File: config.mk
export PLATFORM = sky130hd
export DESIGN_NAME = muldiv_seq
export DESIGN_NICKNAME = d
export VERILOG_FILES = /design/src/rtl/muldiv_seq.sv
export SDC_FILE = /design/constraint.sdc
export NUM_CORES = 1
export LEC_CHECK = 0
export BUFFER_PORTS_ARGS = -buffer_cell sky130_fd_sc_hd__buf_2
export CORE_AREA = 2 2 253 255
export DETAILED_ROUTE_END_ITERATION = 8
export DIE_AREA = 0 0 255 257
export SYNTH_ARGS = -nofsm -noshare
export SYNTH_HDL_FRONTEND = slang
export SYNTH_SLANG_ARGS = --single-unit
File: constraint.sdc
create_clock -name clk -period 6.6 [get_ports clk]
set_input_delay 0 -clock clk [delete_from_list [all_inputs] [get_ports clk]]
set_output_delay 0 -clock clk [all_outputs]
set_load 0.03 [all_outputs]
File: src/rtl/muldiv_seq.sv
// Multi-cycle MULT/MULTU/DIV/DIVU sequencer: one bit per cycle (shift-add / restoring divide),
// 32 iterations regardless of data, with a valid/ready request and result handshake.
module muldiv_seq #(
  parameter int WIDTH = 32
) (
  input  logic             clk,
  input  logic             resetn,
  input  logic             in_valid,
  output logic             in_ready,
  input  logic [1:0]       in_op,
  input  logic [WIDTH-1:0] in_a,
  input  logic [WIDTH-1:0] in_b,
  input  logic             cancel,
  output logic             busy,
  output logic             out_valid,
  input  logic             out_ready,
  output logic [WIDTH-1:0] out_hi,
  output logic [WIDTH-1:0] out_lo
);

  typedef enum logic [1:0] {
    ST_IDLE = 2'd0,
    ST_MUL  = 2'd1,
    ST_DIV  = 2'd2,
    ST_DONE = 2'd3
  } state_t;

  state_t state_reg, state_next;

  logic               neg_a_reg, neg_b_reg;
  logic [WIDTH-1:0]   a_mag_reg, b_mag_reg;
  logic [4:0]         cnt_reg;
  logic [2*WIDTH-1:0] acc_reg;
  logic [WIDTH-1:0]   rem_reg;
  logic [WIDTH-1:0]   quo_reg;
  logic [WIDTH-1:0]   hi_reg, lo_reg;

  logic               accept;
  logic               last_iter;
  logic               op_signed;
  logic [WIDTH-1:0]   a_mag_in, b_mag_in;
  logic [2*WIDTH-1:0] mul_addend, acc_next, mul_final;
  logic [WIDTH:0]     rem_shift;
  logic [WIDTH+1:0]   trial;
  logic               q_bit;
  logic [WIDTH-1:0]   rem_next, quo_next;
  logic [WIDTH-1:0]   div_quo_final, div_rem_final;

  assign in_ready  = (state_reg == ST_IDLE);
  assign busy      = (state_reg == ST_MUL) || (state_reg == ST_DIV);
  assign out_valid = (state_reg == ST_DONE);
  assign out_hi    = hi_reg;
  assign out_lo    = lo_reg;

  assign accept    = (state_reg == ST_IDLE) && in_valid && !cancel;
  assign last_iter = (cnt_reg == 5'd31);

  // Signed ops work on magnitudes; 0x80000000 negates to itself, which is the right unsigned magnitude.
  assign op_signed = !in_op[0];
  assign a_mag_in  = (op_signed && in_a[WIDTH-1]) ? (~in_a + 1'b1) : in_a;
  assign b_mag_in  = (op_signed && in_b[WIDTH-1]) ? (~in_b + 1'b1) : in_b;

  always_comb begin
    mul_addend = '0;
    if (b_mag_reg[cnt_reg])
      mul_addend = {{WIDTH{1'b0}}, a_mag_reg} << cnt_reg;
    acc_next  = acc_reg + mul_addend;
    mul_final = (neg_a_reg ^ neg_b_reg) ? (~acc_next + 1'b1) : acc_next;
  end

  // Dividend bits stream out of quo_reg's MSB while quotient bits enter at its LSB.
  always_comb begin
    rem_shift = {rem_reg, quo_reg[WIDTH-1]};
    trial     = {1'b0, rem_shift} - {2'b00, b_mag_reg};
    q_bit     = ~|trial[WIDTH+1:WIDTH];
    rem_next  = q_bit ? trial[WIDTH-1:0] : rem_shift[WIDTH-1:0];
    quo_next  = {quo_reg[WIDTH-2:0], q_bit};

    // With b==0 every trial succeeds, so the remainder ends as |a| and its sign fix restores in_a.
    div_rem_final = neg_a_reg ? (~rem_next + 1'b1) : rem_next;
    if (b_mag_reg == '0)
      div_quo_final = '1;
    else if (neg_a_reg ^ neg_b_reg)
      div_quo_final = ~quo_next + 1'b1;
    else
      div_quo_final = quo_next;
  end

  always_comb begin
    state_next = state_reg;
    case (state_reg)
      ST_IDLE: if (in_valid) state_next = in_op[1] ? ST_DIV : ST_MUL;
      ST_MUL:  if (last_iter) state_next = ST_DONE;
      ST_DIV:  if (last_iter) state_next = ST_DONE;
      ST_DONE: if (out_ready) state_next = ST_IDLE;
      default: state_next = ST_IDLE;
    endcase
    if (cancel)
      state_next = ST_IDLE;
  end

  always_ff @(posedge clk or negedge resetn) begin
    if (!resetn)
      state_reg <= ST_IDLE;
    else
      state_reg <= state_next;
  end

  always_ff @(posedge clk or negedge resetn) begin
    if (!resetn) begin
      neg_a_reg <= 1'b0;
      neg_b_reg <= 1'b0;
      a_mag_reg <= '0;
      b_mag_reg <= '0;
      cnt_reg   <= '0;
      acc_reg   <= '0;
      rem_reg   <= '0;
      quo_reg   <= '0;
      hi_reg    <= '0;
      lo_reg    <= '0;
    end else if (accept) begin
      neg_a_reg <= op_signed && in_a[WIDTH-1];
      neg_b_reg <= op_signed && in_b[WIDTH-1];
      a_mag_reg <= a_mag_in;
      b_mag_reg <= b_mag_in;
      cnt_reg   <= '0;
      acc_reg   <= '0;
      rem_reg   <= '0;
      quo_reg   <= a_mag_in;
    end else if (state_reg == ST_MUL) begin
      acc_reg <= acc_next;
      cnt_reg <= cnt_reg + 5'd1;
      if (last_iter && !cancel) begin
        hi_reg <= mul_final[2*WIDTH-1:WIDTH];
        lo_reg <= mul_final[WIDTH-1:0];
      end
    end else if (state_reg == ST_DIV) begin
      rem_reg <= rem_next;
      quo_reg <= quo_next;
      cnt_reg <= cnt_reg + 5'd1;
      if (last_iter && !cancel) begin
        hi_reg <= div_rem_final;
        lo_reg <= div_quo_final;
      end
    end
  end

endmodule

; Yosys cells after proc, flatten, opt, wreduce, memory -nomap -nowiden
; Cells that the tools add are included.
; W data, S select, Z words.
[word_totals]
out_inout_bits = 67
elab_cells = 91
input_bits = 71
reg_bits = 265
[op_classes]
reduce_logical = 20
muxes = 35
n_lt_le_gt_ge = 1
shifts = 1
add_sub_neg = 8
n_eq_ne = 8
n_bitwise = 7
[ops]
columns = cell, n
row1 = $mux W32, 20
row2 = $mux W64, 4
row3 = $add A32 B1 Y32 const B, 4
row4 = $not A32 Y32, 4
row5 = $add A64 B1 Y64 const B, 1
row6 = $add A64 B64 Y64, 1
row7 = $not A64 Y64, 1
row8 = $shl A32 B5 Y64, 1
row9 = $sub A33 B32 Y34, 1
row10 = $logic_not A32 Y1, 1
row11 = $mux W5, 3
row12 = $mux W2, 5
row13 = $lt A5 B6 Y1 const B, 1
row14 = $ne A3 B2 Y1 const B, 2
row15 = $pmux W2 S3, 1
row16 = $reduce_and A3 Y1, 2
row17 = $reduce_bool A2 Y1, 3
row18 = $add A5 B1 Y5 const B, 1
row19 = $bmux W1 S5, 1
row20 = $eq A5 B5 Y1 const B, 1
row21 = $logic_and A1 B1 Y1, 5
row22 = $eq A2 B2 Y1 const B, 2
row23 = $reduce_or A2 Y1, 2
row24 = $logic_not A1 Y1, 3
row25 = 10 further kinds, 10

; Depth between registers and ports, before layout
[logic_depth]
depth_word = 10
mapped_depth = 28
depth_no_buf = 23

; Least setup slack after synthesis
; No wires, ideal clock.
[synth_timing]
kind = reg-to-reg
start = reg cnt_reg[0]
end = reg hi_reg[22], in the netlist out_hi[22]
path_slack_ps = 206
setup_ps = 138
required_time_ps = 6462
stages_incl_launch_ff = 25
path_buffers = 6
arrival_time_ps = 6256
period_less_slack_ps = 6394
cell_sequence = dfrtp_1 -> clkbuf_1 -> buf_1 -> mux4_2 -> mux4_2 -> nand2_1 -> and2_0 -> clkbuf_1 -> buf_1 -> nor2_1 -> ha_1 -> buf_2 -> nand2_1 -> nor2_1 -> or4b_1 -> a31oi_1 -> o21ai_1 -> xnor2_1 -> a2111oi_4 -> nand4bb_1 -> buf_2 -> or4b_4 -> o41ai_2 -> xor2_1 -> o221ai_1
[synth_between]
elab_chain_len = 9
elab_cells_between_ends = 13
cone_classes = add/sub (2) / eq/ne (1) / shift (1) / mux (6) / bitwise (1) / reduce/logical (2)
[synth_lines]
columns = element, line_no
row1 = "start, declared", 32  ; logic [4:0] cnt_reg;
row2 = "start signal, assigned", 132  ; cnt_reg <= cnt_reg + 5'd1;
row3 = "start signal, assigned", 140  ; cnt_reg <= cnt_reg + 5'd1;
row4 = $bmux W1 S5, 65  ; if (b_mag_reg[cnt_reg])
row5 = $mux W1 (implied by the code), 65
row6 = $mux W64, 65
row7 = $add A64 B64 Y64, 67  ; acc_next = acc_reg + mul_addend;
row8 = $not A64 Y64, 68  ; mul_final = (neg_a_reg ^ neg_b_reg) ? (~acc_next + 1'b1) : acc_next;
row9 = $add A64 B1 Y64, 68
row10 = $mux W64, 68
row11 = $mux W32, 133  ; if (last_iter && !cancel) begin
row12 = $mux W32, 130  ; end else if (state_reg == ST_MUL) begin
row13 = "end signal, assigned", 134  ; hi_reg <= mul_final[2*WIDTH-1:WIDTH];
row14 = "end signal, assigned", 142  ; hi_reg <= div_rem_final;
row15 = "end, declared", 36  ; logic [WIDTH-1:0] hi_reg, lo_reg;
; Several ways; a longest one is shown, not always the timed one. The select of a mux whose other input is x is not followed.
; A chain may end at the register's enable or synchronous reset.

; Worst setup path after layout
[layout_timing]
start = reg cnt_reg[0]
end = reg hi_reg[10], in the netlist out_hi[10]
; Same word-level chain as after synthesis.

==> reports/metrics.yaml <==
cts.sinks: 265
holdWs_ps: -21.7
violations: "hold timing"
grt_pass1_vias: 22878
avgViaCountPerCell: 5.88
fin_crit_ps: 6360
grt_util_met1_pct: 39.3
p_leak_nw: 12.2
period_share_pct: 96.4
diodes: 0
largest_register_ffs: 64
cts_made_buffers: 35
start_util_pct: 39.6
antenna_found_initial: 0
synth_nets: 3321
cts_tree: "built"
root_buffer: "clkbuf_16"
crit_required_ps: 7010
synth_top_area_share_pct: 26.7
yosys.area.top_type: "dfrtp_1"
io_buffers: 137
path_class: "flip-flop to flip-flop"
avgRoutedWirePerCell_um: 21.1
dpl_worst_slack_ps: 153
yosys_register_bits: 265
synthFlopType: "dfrtp_1"
outcome: "finished, violations left"
relSlewSlack_pct: 29.7
fin_cells: 4182
grt_start_max_net_pins: 162
drv_slew: 0
htree_levels: 2
fp.dieW_um: 255
synth_cells: 3142
fin_skew_ps: 20.6
io_pins: 138
area_growth_pct: 16.0
coreArea_sq_um: 62700
rows: 92
track_usage_pct: 26.4
die_area_sq_um: 65500
vias: 24574
crit_arrival_ps: 6770
max-clock-path-buffers: 3
die_h_um: 257
hold_violations: 1
end_kind: "flip-flop"
drcViolationCount: 0
met3_usage_pct: 3.46
drtAntennaViolNets: 0
power_density_nw_per_um2: 525
cp_max_fo: 31
grt-ovfl-total: 0
hp-class: "input port to async pin"
routabilityCongestion: 0.987
syn_area_sq_um: 24900
yosysUniqueCellTypes: 111
tightest_slew_ps: 1050
setup.worst_path.start_class: "flip-flop"
grt_pass1_wl_um: 136000
ys_seq_area_share_pct: 26.7
syn_area_per_cell_sq_um: 7.92
wl_um: 88100
layout-drive-gt1-share_pct: 12.9
cap_violations: 0
initialDrtViolationCount: 2188
irDropWorstVdd_mv: 0.296
synth_edf_count: 0
clk_pin_slew_ps: 60
final_nets: 3489
setup_viol: 0
yosys_warnings: 0
met2_usage_pct: 40.5
place_inst: 4029
async_flop_share_pct: 100
dpl.hpwl_um: 67700
dr.pass1.iters: 6
fin_ws_ps: 238
timing.fmax_mhz: 157
synth_area_leaders: "dfrtp_1, o21ai_0, ha_1, nand2_1, nor2_1"
clk_latency_ps: 570
rsz0062_at_grt: "true"
busiest_layer: "met2"
[layout by cell type, fill, tap and decap left out, types with 30 or more instances in the layout]
cell type,Yosys,routed
a211oi_1,42,42
a21o_1,61,61
a21oi_1,237,237
a221oi_1,35,35
buf_2,31,136
buf_4,4,86
clkbuf_16,0,36
dfrtp_1,265,261
dlygate4sd3_1,0,89
ha_1,106,103
inv_1,96,96
mux2_2,30,30
mux2i_1,112,112
nand2_1,342,342
nand3_1,53,53
nand4_1,40,40
nor2_1,334,333
nor3_1,65,63
nor4_1,36,34
o21a_1,49,49
o21ai_0,273,269
o21ai_1,28,31
o31ai_1,32,30
or3_1,33,31
xnor2_1,139,138
xor2_1,98,97
[what timing repair did]
action,CTS,global route
endpoints found under the hold margin,141,0
setup buffers,0,1
endpoints found under the setup margin,0,32
hold buffers,89,0
resized for setup,0,20
[metal layers]
metal,share of wire [%],vias up
met5,0,-
met1,47,11770
li1,-,11810
met3,7.1,105
met4,2.0,0
met2,44,889
[power by group]
group / internal [mW] / leakage, nW / switching (mW)
Clock: 1.18 / 0.595 / 0.833
Sequential: 2.07 / 3.40 / 0.595
Combinational: 3.87 / 8.16 / 6.60
[worst paths after layout]
path | slack, ps | endpoint | start | cells after the start
max | 240 | out_hi[10]$_DFFE_PN0P_ | cnt_reg[0]$_DFFE_PN0P_ | 19
min | -20 | acc_reg[25]$_DFFE_PN0P_ | resetn | 2
max reg2reg | 240 | out_hi[10]$_DFFE_PN0P_ | cnt_reg[0]$_DFFE_PN0P_ | 19
min reg2reg | 470 | out_lo[29]$_DFFE_PN0P_ | out_lo[29]$_DFFE_PN0P_ | 1
max in group asynchronous | 5260 | cnt_reg[0]$_DFFE_PN0P_ | resetn | 3
min in group clk | 40 | a_mag_reg[18]$_DFFE_PN0P_ | in_a[18] | 4
[synthesized netlist by cell type, drive strengths merged, types with 27 or more instances]
| library cell | number |
|---|---|
| a211oi | 45 |
| a21o | 61 |
| a21oi | 243 |
| a221oi | 36 |
| a31oi | 27 |
| and2 | 28 |
| and3 | 28 |
| buf | 61 |
| clkbuf | 125 |
| dfrtp | 265 |
| ha | 106 |
| inv | 97 |
| mux2 | 30 |
| mux2i | 112 |
| mux4 | 29 |
| nand2 | 343 |
| nand3 | 54 |
| nand4 | 40 |
| nor2 | 336 |
| nor2b | 27 |
| nor3 | 72 |
| nor4 | 39 |
| o21a | 49 |
| o21ai | 304 |
| o31ai | 32 |
| or3 | 34 |
| xnor2 | 139 |
| xor2 | 98 |
[cell families (layout without fill, tap and decap cells)]
logic type      after synthesis  after routing  synth area share, %
fa+ha+maj                   108            108                 5.49
mux                         171            171                 8.49
buf+inv                     285            479                 4.52
compound gates              980            980                 25.5
xor+xnor                    237            237                 8.35
flops                       265            265                 26.7
simple gates               1096           1096                 21.0
[layout make-up]
cell class                 count  area (sq um)
sequential                   265          6640
multi-input combinational   2592         17300
tap                          846          1060
fill                        6274         33900
timing repair buffer         317          2330
clock buffer                  44          1010
inverter                      99           375
clock inverter                19           186
[through the flow]
step	util, %	hold slack, ps	area, sq um	TNS [ps]	total power [mW]
after floorplan	-	-296	24900	0	9.59
after global routing	46.0	40.6	28900	-12.0	16.1
final	46.0	-21.7	28900	0	15.1
after global placement	42.5	-24.3	26700	0	12.8
after CTS	45.9	12.1	28800	0	14.9
after detailed placement	42.5	-10.8	26700	0	12.7
[worst max-delay path: stages (launching register included)]
cell and delay, ps:
dfrtp_4 540, mux4_2 520, mux4_2 480, nand2b_1 230
and2_0 240, buf_12 210, nor2_1 100, ha_1 520
nand4_1 250, or3_1 450, or2_2 360, a211oi_1 560
nor3_1 180, and2b_1 240, and4bb_2 310, buf_4 180
a31oi_1 200, xor2_1 90, a21oi_1 390, o21ai_0 120
Power figures use the tool's default switching activity.
